$ cat src/rtl/sequenciador_exibicao.sv
// Playback controller: walks the jogada memory from address 0 up to the latched
// round index, lighting each jogada for T_ON cycles followed by a T_OFF dark gap.
//
// state   | meaning
// OCIOSO  | idle, waiting for iniciar
// CARREGA | one cycle for the memory read to settle
// ACENDE  | jogada lit on leds for T_ON cycles
// APAGA   | dark gap of T_OFF cycles
// PROXIMO | advance to the next address
// FIM     | one-cycle pronto, hand control back
module sequenciador_exibicao #(
   parameter int ADDR_W = 4,
   parameter int DATA_W = 4,
   parameter int T_ON   = 50000000,
   parameter int T_OFF  = 25000000
) (
   input  logic              clock,
   input  logic              reset,
   input  logic              iniciar,
   input  logic              abortar,
   input  logic [ADDR_W-1:0] rodada,
   input  logic [DATA_W-1:0] mem_dado,
   output logic [ADDR_W-1:0] endereco,
   output logic [DATA_W-1:0] leds,
   output logic              ocupado,
   output logic              pronto,
   output logic [3:0]        db_estado
);

   localparam int T_MAX = (T_ON > T_OFF) ? T_ON : T_OFF;
   localparam int TW    = (T_MAX > 1) ? $clog2(T_MAX) : 1;
   localparam logic [TW-1:0] ON_FIM  = TW'(T_ON - 1);
   localparam logic [TW-1:0] OFF_FIM = TW'(T_OFF - 1);

   typedef enum logic [3:0] {
      OCIOSO  = 4'h0,
      CARREGA = 4'h1,
      ACENDE  = 4'h2,
      APAGA   = 4'h3,
      PROXIMO = 4'h4,
      FIM     = 4'hF
   } estado_t;

   estado_t           estado, estado_prox;
   logic [TW-1:0]     timer, timer_prox;
   logic [ADDR_W-1:0] rodada_reg, rodada_prox;
   logic [ADDR_W-1:0] endereco_prox;
   logic [DATA_W-1:0] leds_prox;

   always_ff @(posedge clock or posedge reset) begin
      if (reset) begin
         estado     <= OCIOSO;
         timer      <= '0;
         rodada_reg <= '0;
         endereco   <= '0;
         leds       <= '0;
      end else begin
         estado     <= estado_prox;
         timer      <= timer_prox;
         rodada_reg <= rodada_prox;
         endereco   <= endereco_prox;
         leds       <= leds_prox;
      end
   end

   always_comb begin
      estado_prox   = estado;
      timer_prox    = timer;
      rodada_prox   = rodada_reg;
      endereco_prox = endereco;
      leds_prox     = leds;
      if (abortar) begin
         estado_prox   = OCIOSO;
         timer_prox    = '0;
         endereco_prox = '0;
         leds_prox     = '0;
      end else begin
         case (estado)
            OCIOSO: begin
               leds_prox = '0;
               if (iniciar) begin
                  estado_prox   = CARREGA;
                  endereco_prox = '0;
                  rodada_prox   = rodada;
                  timer_prox    = '0;
               end
            end
            CARREGA: begin
               leds_prox   = mem_dado;
               timer_prox  = '0;
               estado_prox = ACENDE;
            end
            ACENDE: begin
               if (timer == ON_FIM) begin
                  leds_prox   = '0;
                  timer_prox  = '0;
                  estado_prox = APAGA;
               end else begin
                  timer_prox = timer + 1'b1;
               end
            end
            APAGA: begin
               leds_prox = '0;
               // Last-address test precedes the increment, so endereco never wraps.
               if (timer == OFF_FIM) begin
                  timer_prox  = '0;
                  estado_prox = (endereco == rodada_reg) ? FIM : PROXIMO;
               end else begin
                  timer_prox = timer + 1'b1;
               end
            end
            PROXIMO: begin
               endereco_prox = endereco + 1'b1;
               estado_prox   = CARREGA;
            end
            FIM: begin
               endereco_prox = '0;
               estado_prox   = OCIOSO;
            end
            default: begin
               estado_prox   = OCIOSO;
               timer_prox    = '0;
               endereco_prox = '0;
               leds_prox     = '0;
            end
         endcase
      end
   end

   assign ocupado   = (estado != OCIOSO);
   assign pronto    = (estado == FIM);
   assign db_estado = estado;

endmodule

$ cat config.mk
export PLATFORM = sky130hd
export DESIGN_NAME = sequenciador_exibicao
export DESIGN_NICKNAME = d
export VERILOG_FILES = /design/src/rtl/sequenciador_exibicao.sv
export SDC_FILE = /design/constraint.sdc
export NUM_CORES = 1
export LEC_CHECK = 0
export CAP_MARGIN = 0
export CORE_ASPECT_RATIO = 0.6
export CORE_MARGIN = 1.5
export CORE_UTILIZATION = 30
export DETAILED_ROUTE_END_ITERATION = 16
export GPL_ROUTABILITY_DRIVEN = 0
export SLEW_MARGIN = 20
export SYNTH_ARGS = -nofsm -noshare
export SYNTH_HDL_FRONTEND = slang
export SYNTH_SLANG_ARGS = --single-unit
$ cat constraint.sdc
create_clock -name clock -period 2.5 [get_ports clock]
set_input_delay 0.25 -clock clock [delete_from_list [all_inputs] [get_ports clock]]
set_output_delay 0.25 -clock clock [all_outputs]
set_load 0.02 [all_outputs]
==> results by group, run 1 <==
Status
  • Status: completed

Final layout
  • Register area: 1051 µm²
  • Largest register FFs: 26
  • Area of the multi-input gates: 1231 µm²
  • ANT cells: 0
  • Reg with most FFs: timer
  • Final Net Count: 294
  • Fillers: 733
  • Area delta synth->final: 24.28%
  • Layout cell share with drive strength beyond 1: 12.86%

Yosys
  • Synth Cell Area: 2355 µm²
  • Mux cell area share after synthesis: 2.869%
  • Complex-gate fraction of the synthesized area: 17.64%
  • Ys async rst share: 100.0%
  • Largest family of logic cells by synthesized area: simple AND/OR/NAND/NOR gates
  • Post-synthesis cell type count: 53
  • Syn. warnings: 0
  • Syn Nets: 258
  • Adder-cell area share of the yosys netlist: 1.063%
  • Sequential area share after synthesis: 44.63%
  • Synthesized netlist cell count: 244
  • XOR/XNOR Fraction of Synth Area: 5.951%
  • #FFs+latches synth: 42
  • Post-synth EDFFs: 0
  • Mean Syn Cell Area: 9.651 µm²
  • Synth Flop Type: dfrtp_1
  • Post-Synth Simple-Gate Area: 24.76%

Timing
  • Unrepaired setup endpoints after global routing: no
  • Final hold violations: 0
  • Setup violations, final: 0
  • Maximum clock frequency: 422.5 MHz
  • Worst setup margin: 0.1332 ns
  • Setup Skew: 0.005626 ns
  • Actual slew at the worst max-slew pin: 0.5618 ns
  • Tcrit/Tclk final: 94.67%
  • Slew Viols, Final: 0
  • Crit path time final: 2.367 ns
  • Slew HR: 62.55%
  • Final setup TNS: 0 ns

Routing
  • Routed wire length: 5805 µm
  • DR vias/cell: 5.169
  • First DRT Iteration DRCs: 125
  • Pre-Repair DR Iteration Count: 4
  • Antenna-violating nets left: 0
  • Via Count: 1985
  • DR WL/cell: 15.12 µm
  • # DRC: 0

Global route
  • Vias in the first global route: 1876
  • Largest net degree at the start of global routing: 43
  • Initial antenna violation count: 0
  • First-pass GRT wire length: 9729 µm
  • GR Overflow Total: 0
  • Total Routing Usage GR: 14.81%

Setup path
  • WP data required: 2.67 ns
  • Crit. End Element: flop
  • Crit path max fanout: 5
  • CP arrival: 2.53 ns
  • Kind of critical path: flop to flop
  • Critical Path Start Type: flop

Clock tree
  • Post-cts gate resize count: 0
  • Num CTS Buffers: 5
  • Clk slew on worst S/H paths: 0.06 ns
  • CTS tree: yes
  • CTS Sinks: 42
  • Clock latency on the worst-skew pair: 0.28 ns
  • Number of H-tree levels: 2
  • Clk buf depth: 2
  • CTS Hold Bufs: 0
  • Clock Root Buffer: clkbuf_16
  • Post-CTS setup buffer count: 0

Power
  • Leak Pwr: 1.150 nW
  • PwrDens: 552.6 nW/µm²
  • Worst VDD drop: 0.2300 mV

Worst hold path
  • Hold Crit Class: primary input to async pin

Place
  • Dpl ws: 0.1665 ns
  • HPWL after detailed placement: 4235 µm
  • Port-buffer cells: 25

Die
  • Die Y: 71.63 µm
  • Starting Density: 31.75%
  • IO Pins: 26
  • Placeable Area: 7417 µm²
  • Die area: 8407 µm²
  • Row cnt: 24
  • Die Wd: 117.4 µm

Job
  • Max-Cap Viols: 0
## Yosys cell counts (2+ instances only)
cell type  instances  area, µm²
a21oi_1           12      60.06
a22o_1             4      35.03
a22o_2             2      20.02
a31oi_1            2      12.51
and2_1             3      18.77
and3_1             4      25.02
and4_1             3      26.28
clkbuf_1           8      30.03
dfrtp_1           42       1051
ha_1               2      25.02
inv_1              7      26.28
mux2_2             6      67.56
nand2_1           18      67.56
nand3_1           10      50.05
nand4_1            5      31.28
nor2_1            23      86.33
nor3_1             8      40.04
nor3b_1            3      22.52
nor4_1             6      37.54
o2111ai_1          4      35.03
o211ai_1           6      45.04
o21ai_0            6      30.03
o2bb2ai_1          2      17.52
o31ai_1            5      37.54
or2_2              3      18.77
or3_1              4      25.02
or4_1              6      45.04
xnor2_1            3      26.28
xor2_1            13      113.9
## final timing paths
path                           from  cells past startpoint         to  slack (ns)
max in group asynchronous     reset                      3  timer[11]        1.69
hold / removal                reset                      3    leds[0]        0.42
min in group clock          leds[2]                      1    leds[2]        0.50
hold reg to reg             leds[2]                      1    leds[2]        0.50
setup reg to reg           timer[0]                      7   timer[2]        0.13
setup / recovery           timer[0]                      7   timer[2]        0.13
## cell usage in the layout, fill, tap and decap left out, types with 3 or more instances in the layout
cell type / instances
and3_1: 4
xnor2_1: 3
nor4_1: 6
nand3_1: 10
and4_1: 3
clkbuf_16: 5
xor2_1: 13
nand4_1: 5
dfrtp_1: 42
buf_4: 14
mux2_2: 6
a22o_1: 4
o211ai_1: 6
inv_1: 6
or3_1: 4
nor2_1: 23
and2_1: 3
or2_2: 3
o31ai_1: 5
o21ai_0: 6
or4_1: 6
clkdlybuf4s50_1: 25
nand2_1: 18
nor3b_1: 3
a21oi_1: 12
o2111ai_1: 4
nor3_1: 8
## kinds of logic (layout without fill, tap and decap cells)
| family | count (synthesis) | in the layout |
|---|---|---|
| adders and majority gates | 2 | 2 |
| and+or+nand+nor | 106 | 106 |
| muxes | 6 | 6 |
| xor gates and xnor gates | 16 | 16 |
| DFF | 42 | 42 |
| AOI/OAI and AO/OA | 55 | 55 |
| buffers and inverters | 17 | 53 |
## stage by stage
stage	power, W	cell area, µm²	utilization [%]	hold WS (ns)	instances
CTS	0.001639	2927	39.46	0.4411	384
global route	0.001696	2927	39.46	0.4774	384
global placement	0.001013	2794	37.67	0.4827	377
finish	0.001617	2927	39.46	0.4173	384
detailed placement	0.001017	2794	37.67	0.4805	377
floorplan	0.0009123	2355	-	0.3897	244
## layer usage
metal	track usage (%)	wire [µm]	part of all wire, %
met5	0	0	0
met4	4.527	60	1.0
met3	4.697	400	6.9
met2	19.35	2142	37
met1	22.71	3202	55
## critical path: stages, from the launching register on
cell     delay [ns]
dfrtp_1        0.39
ha_1           0.25
nand4_1        0.19
or4_1          0.59
o31ai_1        0.32
buf_4          0.20
nor4b_1        0.05
a211o_1        0.27
## where the power goes
group	leakage, nW	total, W	switching (W)	internal, W
clock	0.0640	0.000614	0.000249	0.000365
combinational	0.512	0.000253	0.000134	0.000118
sequential	0.574	0.000751	0.0000350	0.000716
## cell type report
class	count	share of cell area [%]
flip-flops and latches	42	35.91
inverters	7	0.8978
well taps	104	4.446
repair buffers	39	12.14
clock buffers	7	4.532
multi-input cells	185	42.07
(Power assumes the default switching activity.)
==> inputs of run 2 (changes only) <==
--- a/config.mk
+++ b/config.mk
@@ -9,6 +9,7 @@
 export CORE_ASPECT_RATIO = 0.6
 export CORE_MARGIN = 1.5
 export CORE_UTILIZATION = 30
+export CTS_CLUSTER_DIAMETER = 120
 export DETAILED_ROUTE_END_ITERATION = 16
 export GPL_ROUTABILITY_DRIVEN = 0
 export SLEW_MARGIN = 20
==> results of run 2 <==
The final DEF is identical to that of run 1; final timing and power are the same.
==> inputs of run 3 (changes only) <==
--- a/config.mk
+++ b/config.mk
@@ -12,6 +12,7 @@
 export CTS_CLUSTER_DIAMETER = 120
 export DETAILED_ROUTE_END_ITERATION = 16
 export GPL_ROUTABILITY_DRIVEN = 0
+export PLACE_DENSITY = 0.44
 export SLEW_MARGIN = 20
 export SYNTH_ARGS = -nofsm -noshare
 export SYNTH_HDL_FRONTEND = slang
==> results by group, run 3 (synthesis gave the netlist of run 1 again) <==
Global route
  • GR Overflow Total: 0
  • First-pass GRT wire length: 10340 µm
  • Total Routing Usage GR: 15.83%
  • Initial antenna violation count: 0
  • Largest net degree at the start of global routing: 26
  • Vias in the first global route: 1856

Die
  • Placeable Area: 7417 µm²
  • Die Y: 71.63 µm
  • Row cnt: 24
  • Die Wd: 117.4 µm
  • IO Pins: 26
  • Starting Density: 31.75%
  • Die area: 8407 µm²

Routing
  • First DRT Iteration DRCs: 114
  • DR WL/cell: 16.40 µm
  • DR vias/cell: 5.264
  • # DRC: 0
  • Via Count: 2032
  • Routed wire length: 6330 µm
  • Pre-Repair DR Iteration Count: 4
  • Antenna-violating nets left: 0

Power
  • Leak Pwr: 1.183 nW
  • PwrDens: 560.5 nW/µm²
  • Worst VDD drop: 0.2349 mV

Setup path
  • Critical Path Start Type: flop
  • WP data required: 2.67 ns
  • Critical path's slowest cell: or4_4
  • Crit path max fanout: 8
  • Kind of critical path: flop to flop
  • Crit path max-delay family: simple AND/OR/NAND/NOR gates
  • CP arrival: 2.54 ns
  • Largest stage delay, worst path: 0.57 ns
  • Crit. End Element: flop
  • CP bufs+invs: 0
  • CP Cell Sequence: ha_1 > nand4_1 > or4_4 > o31a_4 > and2_4 > a221o_1

Timing
  • Slew Viols, Final: 0
  • Unrepaired setup endpoints after global routing: no
  • Final setup TNS: 0 ns
  • Tcrit/Tclk final: 94.74%
  • Slew HR: 51.55%
  • Fin Hold WS: 0.3037 ns
  • Crit path time final: 2.368 ns
  • Setup Skew: 0.003910 ns
  • Setup violations, final: 0
  • Final hold violations: 0
  • Actual slew at the worst max-slew pin: 0.7223 ns
  • Maximum clock frequency: 422.2 MHz

Final layout
  • Largest register FFs: 26
  • Non-filler cells, final: 386
  • Commonest non-fill, non-tap cell in the layout: dfrtp_1
  • Final Net Count: 295
  • Layout cell share with drive strength beyond 1: 14.89%
  • Most frequent cells in the layout: 42 x dfrtp_1, 25 x clkdlybuf4s50_1, 23 x nor2_1
  • Reg with most FFs: timer
  • Area delta synth->final: 27.21%
  • ANT cells: 0

Place
  • Placed insts: 378
  • HPWL after detailed placement: 4723 µm
  • Port-buffer cells: 25

Clock tree
  • Post-cts gate resize count: 1
  • CTS Sinks: 42
  • Num CTS Buffers: 5
  • Post-CTS setup buffer count: 0
  • Clk buf depth: 2
  • Number of H-tree levels: 2
  • CTS tree: yes
  • Clock Root Buffer: clkbuf_16
  • CTS Hold Bufs: 0
  • Clock latency on the worst-skew pair: 0.29 ns
  • Clk slew on worst S/H paths: 0.06 ns

Worst hold path
  • Hold Crit Class: primary input to async pin

Job
  • Max-Cap Viols: 0

Status
  • Status: completed
-- run 3: metrics by stage --
step / utilization (%) / setup slack (ns) / total power, W / instance area [µm²]
detailed placement: 38.11 / -0.05732 / 0.001025 / 2826
finish: 40.38 / 0.1316 / 0.001679 / 2995
CTS: 40.17 / 0.1007 / 0.001698 / 2979
floorplan: - / 0.2351 / 0.0009123 / 2355
global placement: 38.11 / 0.006450 / 0.001025 / 2826
global route: 40.38 / 0.03153 / 0.001768 / 2995
-- run 3: metal layers --
metal	track usage (%)	wire length [µm]	vias to the layer above
met5	0	0	-
met4	3.429	27	0
met3	4.220	357	3
met2	18.76	2244	50
met1	26.76	3701	984
li1	-	-	995
-- run 3: layout make-up --
type / instances / area [µm²]
Fill cell: 754 / 4422
Timing Repair Buffer: 40 / 387.9
Clock inverter: 1 / 5.005
Tap cell: 104 / 130.1
Sequential cell: 42 / 1051
Inverter: 7 / 26.28
Multi-Input combinational cell: 185 / 1252
Clock buffer: 7 / 142.6
-- run 3: power breakdown --
part,total (W),internal [W],switching [W]
combinational,0.000264,0.000123,0.000141
clock,0.000668,0.000397,0.000271
sequential,0.000747,0.000715,0.0000316
-- run 3: worst paths after layout --
check	start	endpoint	slack, ns	depth (start not counted)
setup / recovery	timer[1]	timer[7]	0.13	6
hold / removal	reset	timer[23]	0.30	2
setup reg to reg	timer[1]	timer[7]	0.13	6
hold reg to reg	leds[2]	leds[2]	0.50	1
max in group asynchronous	reset	timer[0]	1.67	3
min in group clock	leds[2]	leds[2]	0.50	1
